$ cat src/rtl/pipeline_hazard_controller.sv
// Stall/flush/run sequencer for the 5-stage pipeline: resolves load-use and
// branch-in-ID hazards, runs the debug run/step/halt FSM and keeps counters.
module pipeline_hazard_controller #(
  parameter int NB_REG = 5,
  parameter int NB_CNT = 32
) (
  input  logic              i_clk,
  input  logic              i_rst_n,
  input  logic [NB_REG-1:0] i_rs_from_ID,
  input  logic [NB_REG-1:0] i_rt_from_ID,
  input  logic              i_uses_rs_ID,
  input  logic              i_uses_rt_ID,
  input  logic              i_branch_ID,
  input  logic              i_take_ID,
  input  logic              i_halt_ID,
  input  logic [NB_REG-1:0] i_rd_from_EX,
  input  logic              i_RegWrite_from_EX,
  input  logic              i_MemRead_from_EX,
  input  logic [NB_REG-1:0] i_rd_from_M,
  input  logic              i_MemRead_from_M,
  input  logic              i_start,
  input  logic              i_dbg_mode,
  input  logic              i_step,
  output logic              o_pc_en,
  output logic              o_if_id_en,
  output logic              o_if_id_flush,
  output logic              o_id_ex_bubble,
  output logic              o_back_en,
  output logic              o_halted,
  output logic [2:0]        o_state,
  output logic [NB_CNT-1:0] o_cycle_count,
  output logic [15:0]       o_stall_count
);

  typedef enum logic [2:0] {
    S_IDLE      = 3'd0,
    S_RUN       = 3'd1,
    S_STEP_WAIT = 3'd2,
    S_STEP      = 3'd3,
    S_DRAIN     = 3'd4,
    S_HALTED    = 3'd5
  } state_t;

  localparam logic [NB_CNT-1:0] CNT_ONE   = NB_CNT'(1);
  localparam logic [1:0]        DRAIN_END = 2'd2;

  state_t            state_q, state_d;
  logic [1:0]        drain_cnt_q, drain_cnt_d;
  logic [NB_CNT-1:0] cycle_cnt_q, cycle_cnt_d;
  logic [15:0]       stall_cnt_q, stall_cnt_d;

  logic ex_match, m_match, hazard;

  // A producer register matches only if nonzero and actually read by the ID instruction.
  assign ex_match = (i_rd_from_EX != '0) &&
                    ((i_uses_rs_ID && (i_rd_from_EX == i_rs_from_ID)) ||
                     (i_uses_rt_ID && (i_rd_from_EX == i_rt_from_ID)));
  assign m_match  = (i_rd_from_M != '0) &&
                    ((i_uses_rs_ID && (i_rd_from_M == i_rs_from_ID)) ||
                     (i_uses_rt_ID && (i_rd_from_M == i_rt_from_ID)));
  assign hazard   = (i_MemRead_from_EX && ex_match) ||
                    (i_branch_ID && i_RegWrite_from_EX && ex_match) ||
                    (i_branch_ID && i_MemRead_from_M && m_match);

  always_comb begin
    state_d        = state_q;
    drain_cnt_d    = drain_cnt_q;
    stall_cnt_d    = stall_cnt_q;
    o_pc_en        = 1'b0;
    o_if_id_en     = 1'b0;
    o_if_id_flush  = 1'b0;
    o_id_ex_bubble = 1'b0;
    o_back_en      = 1'b0;
    o_halted       = 1'b0;

    unique case (state_q)
      S_IDLE: begin
        if (i_start) state_d = i_dbg_mode ? S_STEP_WAIT : S_RUN;
      end
      S_RUN, S_STEP: begin
        o_back_en = 1'b1;
        if (state_q == S_STEP) state_d = S_STEP_WAIT;
        if (hazard) begin
          o_id_ex_bubble = 1'b1;
          if (stall_cnt_q != 16'hFFFF) stall_cnt_d = stall_cnt_q + 16'd1;
        end else if (i_halt_ID) begin
          o_id_ex_bubble = 1'b1;
          drain_cnt_d    = 2'd0;
          state_d        = S_DRAIN;
        end else begin
          o_pc_en       = 1'b1;
          o_if_id_en    = 1'b1;
          o_if_id_flush = i_take_ID;
        end
      end
      S_STEP_WAIT: begin
        if (i_step) state_d = S_STEP;
      end
      S_DRAIN: begin
        o_id_ex_bubble = 1'b1;
        o_back_en      = 1'b1;
        if (drain_cnt_q == DRAIN_END) begin
          drain_cnt_d = 2'd0;
          state_d     = S_HALTED;
        end else begin
          drain_cnt_d = drain_cnt_q + 2'd1;
        end
      end
      S_HALTED: begin
        o_halted = 1'b1;
      end
      default: state_d = S_IDLE;
    endcase

    cycle_cnt_d = o_back_en ? (cycle_cnt_q + CNT_ONE) : cycle_cnt_q;
  end

  always_ff @(posedge i_clk or negedge i_rst_n) begin
    if (!i_rst_n) begin
      state_q     <= S_IDLE;
      drain_cnt_q <= 2'd0;
      cycle_cnt_q <= '0;
      stall_cnt_q <= '0;
    end else begin
      state_q     <= state_d;
      drain_cnt_q <= drain_cnt_d;
      cycle_cnt_q <= cycle_cnt_d;
      stall_cnt_q <= stall_cnt_d;
    end
  end

  assign o_state       = state_q;
  assign o_cycle_count = cycle_cnt_q;
  assign o_stall_count = stall_cnt_q;

endmodule

$ cat config.mk
export PLATFORM = sky130hd
export DESIGN_NAME = pipeline_hazard_controller
export DESIGN_NICKNAME = d
export VERILOG_FILES = /design/src/rtl/pipeline_hazard_controller.sv
export SDC_FILE = /design/constraint.sdc
export NUM_CORES = 1
export LEC_CHECK = 0
export BUFFER_PORTS_ARGS = -buffer_cell sky130_fd_sc_hd__buf_2
export CAP_MARGIN = 20
export CORE_ASPECT_RATIO = 1.5
export CORE_UTILIZATION = 41
export CTS_CLUSTER_DIAMETER = 60
export DETAILED_ROUTE_END_ITERATION = 12
export PLACE_DENSITY = 0.69
export SKIP_LAST_GASP = 1
export SYNTH_ARGS = -nofsm -noshare
export SYNTH_HDL_FRONTEND = slang
export SYNTH_SLANG_ARGS = --single-unit
$ cat constraint.sdc
create_clock -name i_clk -period 2.2 [get_ports i_clk]
set_input_delay 0.33 -clock i_clk [delete_from_list [all_inputs] [get_ports i_clk]]
set_output_delay 0.33 -clock i_clk [all_outputs]
set_load 0.01 [all_outputs]
==> metrics.txt <==
# TYPE chip_impl_metric gauge
chip_impl_info{name="outcome",value="finished clean"} 1
chip_impl_metric{name="ys_warn_count",unit=""} 0
chip_impl_info{name="crit_family",value="compound AO/OA/AOI/OAI gates"} 1
chip_impl_metric{name="initial_utilization",unit="%"} 42.5
chip_impl_metric{name="synth_edf_count",unit=""} 0
chip_impl_metric{name="preCtsSetupSlack",unit="ps"} 22.3
chip_impl_metric{name="gp_routability_congestion",unit=""} 0.764
chip_impl_metric{name="total_leakage_power",unit="nW"} 1.82
chip_impl_metric{name="finalWorstSetupSlack",unit="ps"} 100
chip_impl_metric{name="worst_setup_hold_path_clk_slew",unit="ps"} 100
chip_impl_metric{name="design_area",unit="mm²"} 0.00355
chip_impl_info{name="leading_cell_type_by_number_of_instances_after_synthesis",value="dfrtp_1"} 1
chip_impl_metric{name="maximum_number_of_pins_on_one_net_before_global_route_repair",unit=""} 30
chip_impl_metric{name="globalRoute.totalOverflow",unit=""} 0
chip_impl_metric{name="post_route_cells_drive_above_1_share",unit="%"} 34.9
chip_impl_metric{name="place.port_buffers",unit=""} 89
chip_impl_metric{name="fmax",unit="MHz"} 476
chip_impl_metric{name="grt_first_pass_wirelength",unit="µm"} 9410
chip_impl_metric{name="power.density",unit="mW/mm²"} 711
chip_impl_metric{name="slowest_delay",unit="ps"} 380
chip_impl_metric{name="fp-row-count",unit=""} 36
chip_impl_metric{name="n_antenna_cell",unit=""} 0
chip_impl_info{name="synth.top_cells.by_area",value="dfrtp_1 (48%), xnor2_1 (12%), xor2_1 (8.6%), nand3_1 (4.2%), and3_1 (2.7%)"} 1
chip_impl_metric{name="detailed_place.area",unit="mm²"} 0.00340
chip_impl_info{name="cp-end-kind",value="output pin"} 1
chip_impl_metric{name="max-clock-path-buffers",unit=""} 2
chip_impl_metric{name="post_synth_inst_count",unit=""} 257
chip_impl_info{name="setup_repair_after_global_routing_missed_its_margin",value="true"} 1
chip_impl_metric{name="vias_per_cell",unit=""} 5.14
chip_impl_info{name="timing.rr.end",value="o_cycle_count[31]$_DFFE_PN0P_"} 1
chip_impl_metric{name="ys_async_sr_fraction",unit="%"} 100
chip_impl_metric{name="global_route.usage.total",unit="%"} 17.8
chip_impl_info{name="regToRegStartpoint",value="o_state[2]$_DFFE_PN0P_"} 1
chip_impl_info{name="synthDominantAreaCellType",value="dfrtp_1"} 1
chip_impl_metric{name="grt_pass1_vias",unit=""} 2158
chip_impl_info{name="start_kind",value="primary input"} 1
chip_impl_metric{name="maxSlewHeadroom",unit="%"} 60.2
chip_impl_metric{name="dr.pass1.iters",unit=""} 4
chip_impl_metric{name="cts_inserted_buffers",unit=""} 5
chip_impl_metric{name="vdd_ir_drop_max",unit="V"} 0.000330
chip_impl_metric{name="min_period_over_period",unit="%"} 95.5
chip_impl_metric{name="detailed_place_hpwl",unit="µm"} 4560
chip_impl_info{name="worst-setup-path-type",value="primary input to output pin"} 1
chip_impl_metric{name="synth_top_area_share",unit="%"} 48.2
chip_impl_metric{name="cp.buffers_inverters",unit=""} 2
chip_impl_metric{name="worstSkewPairLatency",unit="ps"} 300
chip_impl_info{name="synth_commonest_cells",value="dfrtp_1 (53), xnor2_1 (39), xor2_1 (27)"} 1
chip_impl_metric{name="fp.dieH",unit="µm"} 102
chip_impl_metric{name="worst-endpoint-arrival",unit="ps"} 1770
chip_impl_metric{name="die_w",unit="µm"} 68.9
chip_impl_metric{name="tightest_slew",unit="ps"} 597
chip_impl_metric{name="detail_route.drc_violations",unit=""} 0
chip_impl_metric{name="synth-seq-cells",unit=""} 53
chip_impl_metric{name="initialDrtViolationCount",unit=""} 89
chip_impl_info{name="clock_tree.root_cell",value="clkbuf_8"} 1
chip_impl_info{name="commonest_register_cell_after_synthesis",value="dfrtp_1"} 1
chip_impl_metric{name="syn_avg_cell_area",unit="µm²"} 10.7
chip_impl_metric{name="number_of_hold_violations_in_the_final_report",unit=""} 0
chip_impl_metric{name="grt_antenna_before_repair",unit=""} 0
chip_impl_metric{name="crit_path_max_fanout",unit=""} 4
chip_impl_metric{name="area_growth",unit="%"} 29.0
chip_impl_info{name="hold_path_class",value="primary input to async pin"} 1
chip_impl_info{name="worst_path_max_delay_cell",value="o32ai_2"} 1
chip_impl_metric{name="synth_sequential_area_ratio",unit="%"} 48.2
chip_impl_info{name="critical_path.cell_chain",value="buf_4 -> xor2_1 -> nor4_1 -> a32oi_1 -> o32ai_2 -> nor3_2 -> and2_1 -> buf_2"} 1
chip_impl_metric{name="cp.required",unit="ps"} 1870
chip_impl_info{name="tritoncts",value="done"} 1
chip_impl_metric{name="postSynthNetCount",unit=""} 292
chip_impl_metric{name="slew_viol_final",unit=""} 0
chip_impl_metric{name="synth_cell_types",unit=""} 44
chip_impl_metric{name="avgRoutedWirePerCell",unit="µm"} 13.7
chip_impl_metric{name="postCtsHoldBufs",unit=""} 0
chip_impl_metric{name="drt_wl_total",unit="µm"} 6030
chip_impl_metric{name="die_area",unit="mm²"} 0.00706
chip_impl_metric{name="cts-htree-levels",unit=""} 2
chip_impl_metric{name="num_vias",unit=""} 2262
chip_impl_metric{name="floorplan.core_area",unit="mm²"} 0.00649
chip_impl_metric{name="setup_viol_count_final",unit=""} 0
chip_impl_metric{name="io_pins",unit=""} 90
chip_impl_metric{name="finalNetCount",unit=""} 398
chip_impl_metric{name="max_cap_violations",unit=""} 0
chip_impl_metric{name="r2r_cells",unit=""} 6
chip_impl_metric{name="finalClockSkew",unit="ps"} 3.41
chip_impl_metric{name="syn-cell-area",unit="mm²"} 0.00275
chip_impl_metric{name="r2r_slack",unit="ps"} 150
chip_impl_metric{name="ant_nets",unit=""} 0
chip_impl_metric{name="cts_num_sinks",unit=""} 53
chip_impl_metric{name="timing.final.crit_period",unit="ps"} 2100
==> state kept, by name, indices dropped and copies added (netlist names) <==
name / flops
o_stall_count: 16
drain_cnt_q: 2
o_cycle_count: 32
o_state: 3
==> layer usage <==
metal / part of all wire (%) / wire length (µm) / vias to the layer above / global-route usage, %
li1: - / - / 1100 / -
met1: 41 / 2450 / 1081 / 19.9
met2: 53 / 3180 / 73 / 32.0
met3: 5.2 / 315 / 8 / 3.46
met4: 1.2 / 75 / 0 / 6.91
met5: 0 / 0 / - / 0
==> how the worst max path moves through the flow <==
stage / startpoint / endpoint / slack, ps / cells after the start
global placement: i_rd_from_M[1] / o_id_ex_bubble / 10 / 7
detailed placement: i_rd_from_EX[4] / o_stall_count[1]$_DFFE_PN0P_ / 20 / 8
floorplan: i_rd_from_M[1] / o_if_id_flush / 120 / 6
CTS: i_rd_from_EX[4] / o_id_ex_bubble / 40 / 8
global route: i_rd_from_EX[1] / o_if_id_flush / -60 / 8
finish: i_rd_from_EX[1] / o_if_id_flush / 100 / 8
==> what timing repair did <==
item                                    4_1_cts  5_1_grt
buffers inserted                              0        0
resized for setup                             0       15
endpoints found under the setup margin        0        4
==> worst register-to-register path, stage by stage (launching register included) <==
cell and delay, ps:
dfrtp_1 480, or3b_4 450, a2111oi_4 340, and2b_1 270
nand2b_4 110, nor3_2 170, xor2_1 160
==> layout by cell type, fill, tap and decap left out, types with 2 or more instances in the layout <==
cell type,instances
buf_4,17
o21a_1,2
inv_1,5
buf_6,6
nor3_2,2
nand4_1,8
ha_1,2
xor2_1,26
xnor2_1,39
nor3b_1,2
and4_1,4
mux2_2,2
nor2_1,13
nor4_2,2
nand2_1,19
buf_2,81
a32oi_1,2
and3_1,12
clkbuf_8,5
a21oi_1,3
nor4_1,3
and2b_1,2
dfrtp_1,53
nand3_1,23
and2_1,5
==> layout make-up <==
type,count,area [µm²]
Clock buffer,5,68.8
Fill cell,615,2930
Multi-Input combinational cell,193,1400
Sequential cell,53,1330
Clock inverter,3,21.3
Timing Repair Buffer,105,621
Tap cell,76,95.1
Inverter,5,18.8
==> cells by family (layout without fill, tap and decap cells) <==
kind of cell,after synthesis,in the layout,share of synthesized area [%]
xor+xnor,66,66,21.0
flops,53,53,48.2
mux,2,2,0.818
fa+ha+maj,2,2,0.909
simple gates,104,104,21.1
buf+inv,11,118,1.77
compound gates,19,19,6.23
==> per-stage QoR <==
| step | util (%) | power (mW) | std cells | hold WS, ps | TNS (ps) |
|---|---|---|---|---|---|
| after floorplan | - | 1.66 | 257 | 34.4 | 0 |
| after CTS | 53.8 | 2.55 | 440 | 24.4 | 0 |
| after detailed placement | 52.4 | 1.98 | 432 | 365 | 0 |
| after global routing | 54.8 | 2.70 | 440 | 34.9 | -97.0 |
| after global placement | 52.4 | 1.97 | 432 | 364 | 0 |
| final | 54.8 | 2.53 | 440 | 18.0 | 0 |
==> power by group <==
part           switching, mW  total (mW)  internal, mW
sequential             0.117        1.19          1.07
combinational          0.405       0.779         0.373
clock                  0.329       0.556         0.227
total                  0.852        2.53          1.67
Note: power is estimated with default switching activity, not from simulation.
